**config.mk**
```make
export PLATFORM = sky130hd
export DESIGN_NAME = timeslice_arbiter
export DESIGN_NICKNAME = d
export VERILOG_FILES = /design/src/rtl/timeslice_arbiter.sv
export SDC_FILE = /design/constraint.sdc
export NUM_CORES = 1
export LEC_CHECK = 0
export ABC_AREA = 1
export ABC_CLOCK_PERIOD_IN_PS = 1500
export CORE_AREA = 2 2 51 53
export CTS_CLUSTER_SIZE = 8
export DETAILED_ROUTE_END_ITERATION = 12
export DIE_AREA = 0 0 53 55
export PLACE_DENSITY = 0.67
export REMOVE_ABC_BUFFERS = 1
export SYNTH_ARGS = -nofsm -noshare
export SYNTH_HDL_FRONTEND = slang
export SYNTH_SLANG_ARGS = --single-unit
```
**constraint.sdc**
```tcl
create_clock -name clk -period 1.5 [get_ports clk]
set_input_delay 0.3 -clock clk [delete_from_list [all_inputs] [get_ports clk]]
set_output_delay 0.3 -clock clk [all_outputs]
set_load 0.005 [all_outputs]
```
**src/rtl/timeslice_arbiter.sv**
```systemverilog
// Time-sliced round-robin arbiter: registered one-hot grant, capped at SLICE_TIME cycles, one-cycle gap between owners.
// Optional TSARB_LOCK_EN adds a `lock` input that holds the grant past slice expiry while asserted.
module timeslice_arbiter #(
    parameter int NUM_REQ    = 4,
    parameter int SLICE_TIME = 20,
    localparam int ID_W      = $clog2(NUM_REQ)
) (
    input  logic               clk,
    input  logic               rst,
    input  logic [NUM_REQ-1:0] req,
`ifdef TSARB_LOCK_EN
    input  logic               lock,
`endif
    output logic [NUM_REQ-1:0] gnt,
    output logic               gnt_valid,
    output logic [ID_W-1:0]    gnt_id,
    output logic               slice_expired
);

    localparam int CNT_W = $clog2(SLICE_TIME + 1);

    typedef enum logic [1:0] {
        IDLE  = 2'd0,
        GRANT = 2'd1,
        GAP   = 2'd2
    } state_t;

    state_t             state;
    state_t             state_nxt;
    logic [ID_W-1:0]    ptr;
    logic [ID_W-1:0]    ptr_nxt;
    logic [ID_W-1:0]    ptr_after;
    logic [ID_W-1:0]    gnt_id_nxt;
    logic [ID_W-1:0]    pick_id;
    logic [ID_W-1:0]    idx;
    logic               pick_vld;
    logic [CNT_W-1:0]   cnt;
    logic [CNT_W-1:0]   cnt_nxt;
    logic [NUM_REQ-1:0] gnt_nxt;
    logic               slice_expired_nxt;
    logic               lock_on;

`ifdef TSARB_LOCK_EN
    assign lock_on = lock;
`else
    assign lock_on = 1'b0;
`endif

    // First requester at or after ptr, wrapping round.
    always_comb begin
        pick_vld = 1'b0;
        pick_id  = '0;
        idx      = '0;
        for (int k = 0; k < NUM_REQ; k++) begin
            idx = ID_W'((int'(ptr) + k) % NUM_REQ);
            if (!pick_vld && req[idx]) begin
                pick_vld = 1'b1;
                pick_id  = idx;
            end
        end
    end

    // gnt_id always holds the owner while in GRANT.
    assign ptr_after = (gnt_id == ID_W'(NUM_REQ - 1)) ? '0 : gnt_id + 1'b1;

    always_comb begin
        state_nxt         = state;
        ptr_nxt           = ptr;
        cnt_nxt           = cnt;
        gnt_nxt           = gnt;
        gnt_id_nxt        = gnt_id;
        slice_expired_nxt = 1'b0;
        case (state)
            IDLE, GAP: begin
                if (pick_vld) begin
                    state_nxt          = GRANT;
                    gnt_nxt            = '0;
                    gnt_nxt[pick_id]   = 1'b1;
                    gnt_id_nxt         = pick_id;
                    cnt_nxt            = CNT_W'(1);
                end else begin
                    state_nxt  = IDLE;
                    gnt_nxt    = '0;
                    gnt_id_nxt = '0;
                    cnt_nxt    = '0;
                end
            end
            GRANT: begin
                if (!req[gnt_id]) begin
                    state_nxt  = GAP;
                    ptr_nxt    = ptr_after;
                    gnt_nxt    = '0;
                    gnt_id_nxt = '0;
                    cnt_nxt    = '0;
                end else if (cnt < CNT_W'(SLICE_TIME)) begin
                    cnt_nxt = cnt + 1'b1;
                end else if (!lock_on) begin
                    state_nxt         = GAP;
                    ptr_nxt           = ptr_after;
                    gnt_nxt           = '0;
                    gnt_id_nxt        = '0;
                    cnt_nxt           = '0;
                    slice_expired_nxt = 1'b1;
                end
            end
            default: begin
                state_nxt  = IDLE;
                gnt_nxt    = '0;
                gnt_id_nxt = '0;
                cnt_nxt    = '0;
            end
        endcase
    end

    always_ff @(posedge clk) begin
        if (rst) begin
            state         <= IDLE;
            ptr           <= '0;
            cnt           <= '0;
            gnt           <= '0;
            gnt_valid     <= 1'b0;
            gnt_id        <= '0;
            slice_expired <= 1'b0;
        end else begin
            state         <= state_nxt;
            ptr           <= ptr_nxt;
            cnt           <= cnt_nxt;
            gnt           <= gnt_nxt;
            gnt_valid     <= |gnt_nxt;
            gnt_id        <= gnt_id_nxt;
            slice_expired <= slice_expired_nxt;
        end
    end

endmodule
```
==> metrics.sh <==
GRT_START_MAX_NET_PINS=11
IOS=14
CORE-AREA_UM2=2360
VIA_COUNT_OF_THE_FIRST_GLOBAL_ROUTING_PASS=1007
SLEW_VIOLATIONS=0
RR_ENDPOINT='gnt_valid$_SDFF_PP0_'
FIN_WORST_SKEW_NS=0.00642
NETLIST-CELL-TYPE-COUNT=24
POST_SYNTH.CELL_AREA_AVG_UM2=6.80
REGTOREGSETUPSLACK_NS=-0.13
COUNT_OF_ENDPOINTS_FAILING_SETUP_IN_THE_FINAL_REPORT=8
MAXCAPVIOLATIONS=0
POWERDENSITY_nW_PER_UM2=1940
FINAL.MIN_CLOCK_PERIOD_NS=1.63
VIASPERCELL=4.87
NET-SWITCHING-POWER_mW=1.24
STARTING_DENSITY_OF_THE_CORE_PCT=42.3
DP_CELLS=208
PORT-BUFFER-COUNT=13
GLOBAL_ROUTE.USAGE.TOTAL_PCT=18.2
REG_TO_REG_CRITICAL_PATH_STARTPOINT='ptr[0]$_SDFFE_PP0P_'
DETAILED_ROUTE_WIRE_LENGTH_MM=2.35
FILLCELLCOUNT=226
SETUP.WORST_PATH.END_CLASS='flop'
CTS-BUFFERS-INSERTED=3
CP-START-KIND='flop'
GRT_OVERFLOW=0
NETLIST_AREA_UM2=1000
SYNTH_SEQ_CELLS=17
TIMING.FINAL.HOLD_VIOLATIONS=0
CTS-ROOT-TO-SINK-BUFFERS=2
WORST_SKEW_PAIR.LATE_LATENCY_NS=0.29
POWER.STATIC_LEAKAGE_nW=0.697
POST-ROUTE-WORST-SETUP-SLACK_NS=-0.135
SWITCHING_SHARE_PCT=44.0
SYNTH_CELLS=147
FINISH.INSTANCE_AREA_UM2=1460
WORST_SLEW_MARGIN_REL_PCT=81.1
FINALWEIGHTEDCONGESTION=0.806
LAYOUT_COMMONEST_CELL='sky130_fd_sc_hd__nand2_1'
GRT_PASS1_WL_MM=4.00
DESIGN_POWER_TOTAL_mW=2.83
PROPORTION_OF_SYNTHESIZED_CHIP_AREA_IN_SEQUENTIAL_CELLS_PCT=34.0
WORST-PATH-MAX-FANOUT=9
STATUS='complete, but fails checks'
DETAILROUTE.VIA_COUNT=1047
INTERNAL_POWER_mW=1.58
WORST-SETUP-PATH-TYPE='reg -> reg'
TIMING.CRITICAL_PATH.FROM='ptr[0]$_SDFFE_PP0P_'
POWER.COMBINATIONAL.FRACTION_PCT=67.6
ANTENNADIODECOUNT=0
DRT.ANTENNA.VIOLATING_NETS=0
LAYOUT_CELL_SHARE_WITH_DRIVE_STRENGTH_BEYOND_1_PCT=39.5
POST_DRT_WL_PER_CELL_UM=10.9
MAX_CLOCK_FREQ_MHz=612
POWER.CLOCK.FRACTION_PCT=8.5
CRITPATHARRIVALTIME_NS=1.82
FIRSTDRTPASSITERS=4
CP-ENDPOINT='gnt_valid$_SDFF_PP0_'
SETUP_REPAIR_AFTER_GLOBAL_ROUTING_MISSED_ITS_MARGIN='yes'
DESIGN.DIE.AREA_UM2=2920
DR.FIRST_ITER.DRC_COUNT=21
PLACEMENT.CELL_AREA_UM2=1310
GRT_ANTENNA_BEFORE_REPAIR=0
CTS_HOLD_FIX_BUFS=0
AREA.GROWTH.SYNTH_TO_FINAL_PCT=45.9
CTS.CLK_SLEW.WORST_PATHS_NS=0.10
CLOCK-ROOT-BUFFER='sky130_fd_sc_hd__clkbuf_4'
MOST-COMMON-LAYOUT-CELLS='sky130_fd_sc_hd__nand2_1 (34), sky130_fd_sc_hd__buf_4 (20), sky130_fd_sc_hd__nand2_2 (18)'
DIE_HEIGHT_UM=55
POST_LAYOUT_NONFILLER_INSTANCES=215
WORST_MAX_SLEW_PIN_SLEW_NS=0.280
PLACEMENT_ROWS=18
TIMING.SETUP.TNS_NS=-0.605
DRCVIOLATIONCOUNT=0
REG2REG_DEPTH=14
CRITPATHREQUIREDTIME_NS=1.69
HTREE_LEVELS=1
HOLD_PATH_STARTPOINT='gnt[3]$_SDFF_PP0_'
POST-DP-HPWL_MM=1.85
CTS_TREE='built'
FLOORPLAN.DIE.WIDTH_UM=53
CLOCK-SINKS=17
PERIOD_SHARE_PCT=109
NETS=194
VIOLATIONS='setup timing'
POWER.SHARE.SEQUENTIAL_PCT=24.0
WORSTHOLDPATHTYPE='reg -> reg'
IR_DROP_mV=1.19
YS.WARNINGS.COUNT=0
==> timing repair <==
action / CTS / global route
setup buffers: 1 / 1
resized for setup: 16 / 19
cloned: 0 / 1
hold endpoints to repair: 0 / 0
endpoints found under the setup margin: 10 / 12
pin swaps: 5 / 5
==> how the worst min path moves through the flow <==
stage | to | slack [ns] | cells after the start
3_3_place_gp | gnt[3]$_SDFF_PP0_ | 0.49 | 2
6_report | gnt[3]$_SDFF_PP0_ | 0.49 | 2
5_1_grt | gnt[3]$_SDFF_PP0_ | 0.52 | 2
2_1_floorplan | gnt_valid$_SDFF_PP0_ | 0.37 | 1
4_1_cts | gnt[3]$_SDFF_PP0_ | 0.50 | 2
3_5_place_dp | gnt[3]$_SDFF_PP0_ | 0.49 | 2
==> cells in the mapped netlist, drive strengths merged <==
cell type  instances  area, µm²
a21oi             10       50.1
and2               1       6.26
buf                1       11.3
dfxtp             17        340
ha                 2       25.0
inv               15       63.8
nand2             56        245
nand3             12       75.1
nand4              1       12.5
nor2              16       75.1
nor3               2       10.0
o211ai             1       7.51
o21ai             10       53.8
o22ai              1       6.26
xnor2              1       8.76
xor2               1       8.76
==> layout make-up <==
| type | count | area (µm²) | area share (%) |
|---|---|---|---|
| Timing Repair Buffer | 35 | 322 | 22.0 |
| Multi-Input combinational cell | 114 | 659 | 45.2 |
| Tap cell | 30 | 37.5 | 2.57 |
| Clock buffer | 3 | 22.5 | 1.54 |
| Sequential cell | 17 | 349 | 23.9 |
| Inverter | 15 | 63.8 | 4.37 |
| Clock inverter | 1 | 5.00 | 0.343 |
==> power by group through the flow <==
stage	registers, mW	clock network (mW)	logic [mW]
5_1_grt	0.696	0.266	2.10
6_report	0.677	0.239	1.91
4_1_cts	0.665	0.250	1.71
3_5_place_dp	0.667	0	1.65
2_1_floorplan	0.700	0	0.918
3_3_place_gp	0.660	0	1.60
==> per-layer routing <==
layer  part of all wire, %  global-route usage [%]
met5                     0                       0
met2                    57                    35.0
met1                    41                    20.9
met3                   1.7                    1.61
met4                  0.43                    6.84
==> registers in the layout, summed over array words and instances, names as in the netlist <==
name / flops
cnt: 5
gnt: 4
gnt_id: 2
ptr: 2
state: 2
gnt_valid: 1
slice_expired: 1
==> through the flow <==
stage | hold slack, ns | utilization (%) | worst slack [ns]
finish | 0.494 | 61.7 | -0.135
global route | 0.522 | 61.7 | -0.245
CTS | 0.504 | 57.9 | -0.139
detailed placement | 0.488 | 55.4 | -0.506
global placement | 0.487 | 55.4 | -0.446
floorplan | 0.369 | - | -0.128
==> kinds of logic after synthesis <==
logic type	count (synthesis)	share of synthesized area, %
xor gates and xnor gates	2	1.75
DFF	17	34.0
AOI/OAI and AO/OA	22	11.8
adders and majority gates	2	2.50
buffers and inverters	16	7.51
and+or+nand+nor	88	42.4
==> worst max-delay path: stages, from the launching register on <==
cell	delay, ns
sky130_fd_sc_hd__dfxtp_4	0.39
sky130_fd_sc_hd__buf_12	0.12
sky130_fd_sc_hd__inv_8	0.05
sky130_fd_sc_hd__nand2_1	0.05
sky130_fd_sc_hd__nand2_1	0.07
sky130_fd_sc_hd__nand2_2	0.09
sky130_fd_sc_hd__nand2_2	0.07
sky130_fd_sc_hd__nor2_4	0.12
sky130_fd_sc_hd__nand3_1	0.10
sky130_fd_sc_hd__nand3_2	0.11
sky130_fd_sc_hd__nand2_4	0.08
sky130_fd_sc_hd__nand2_2	0.07
sky130_fd_sc_hd__nand2_1	0.05
sky130_fd_sc_hd__nor2_1	0.10
sky130_fd_sc_hd__a21oi_1	0.07
Note: power is estimated with default switching activity, not from simulation.
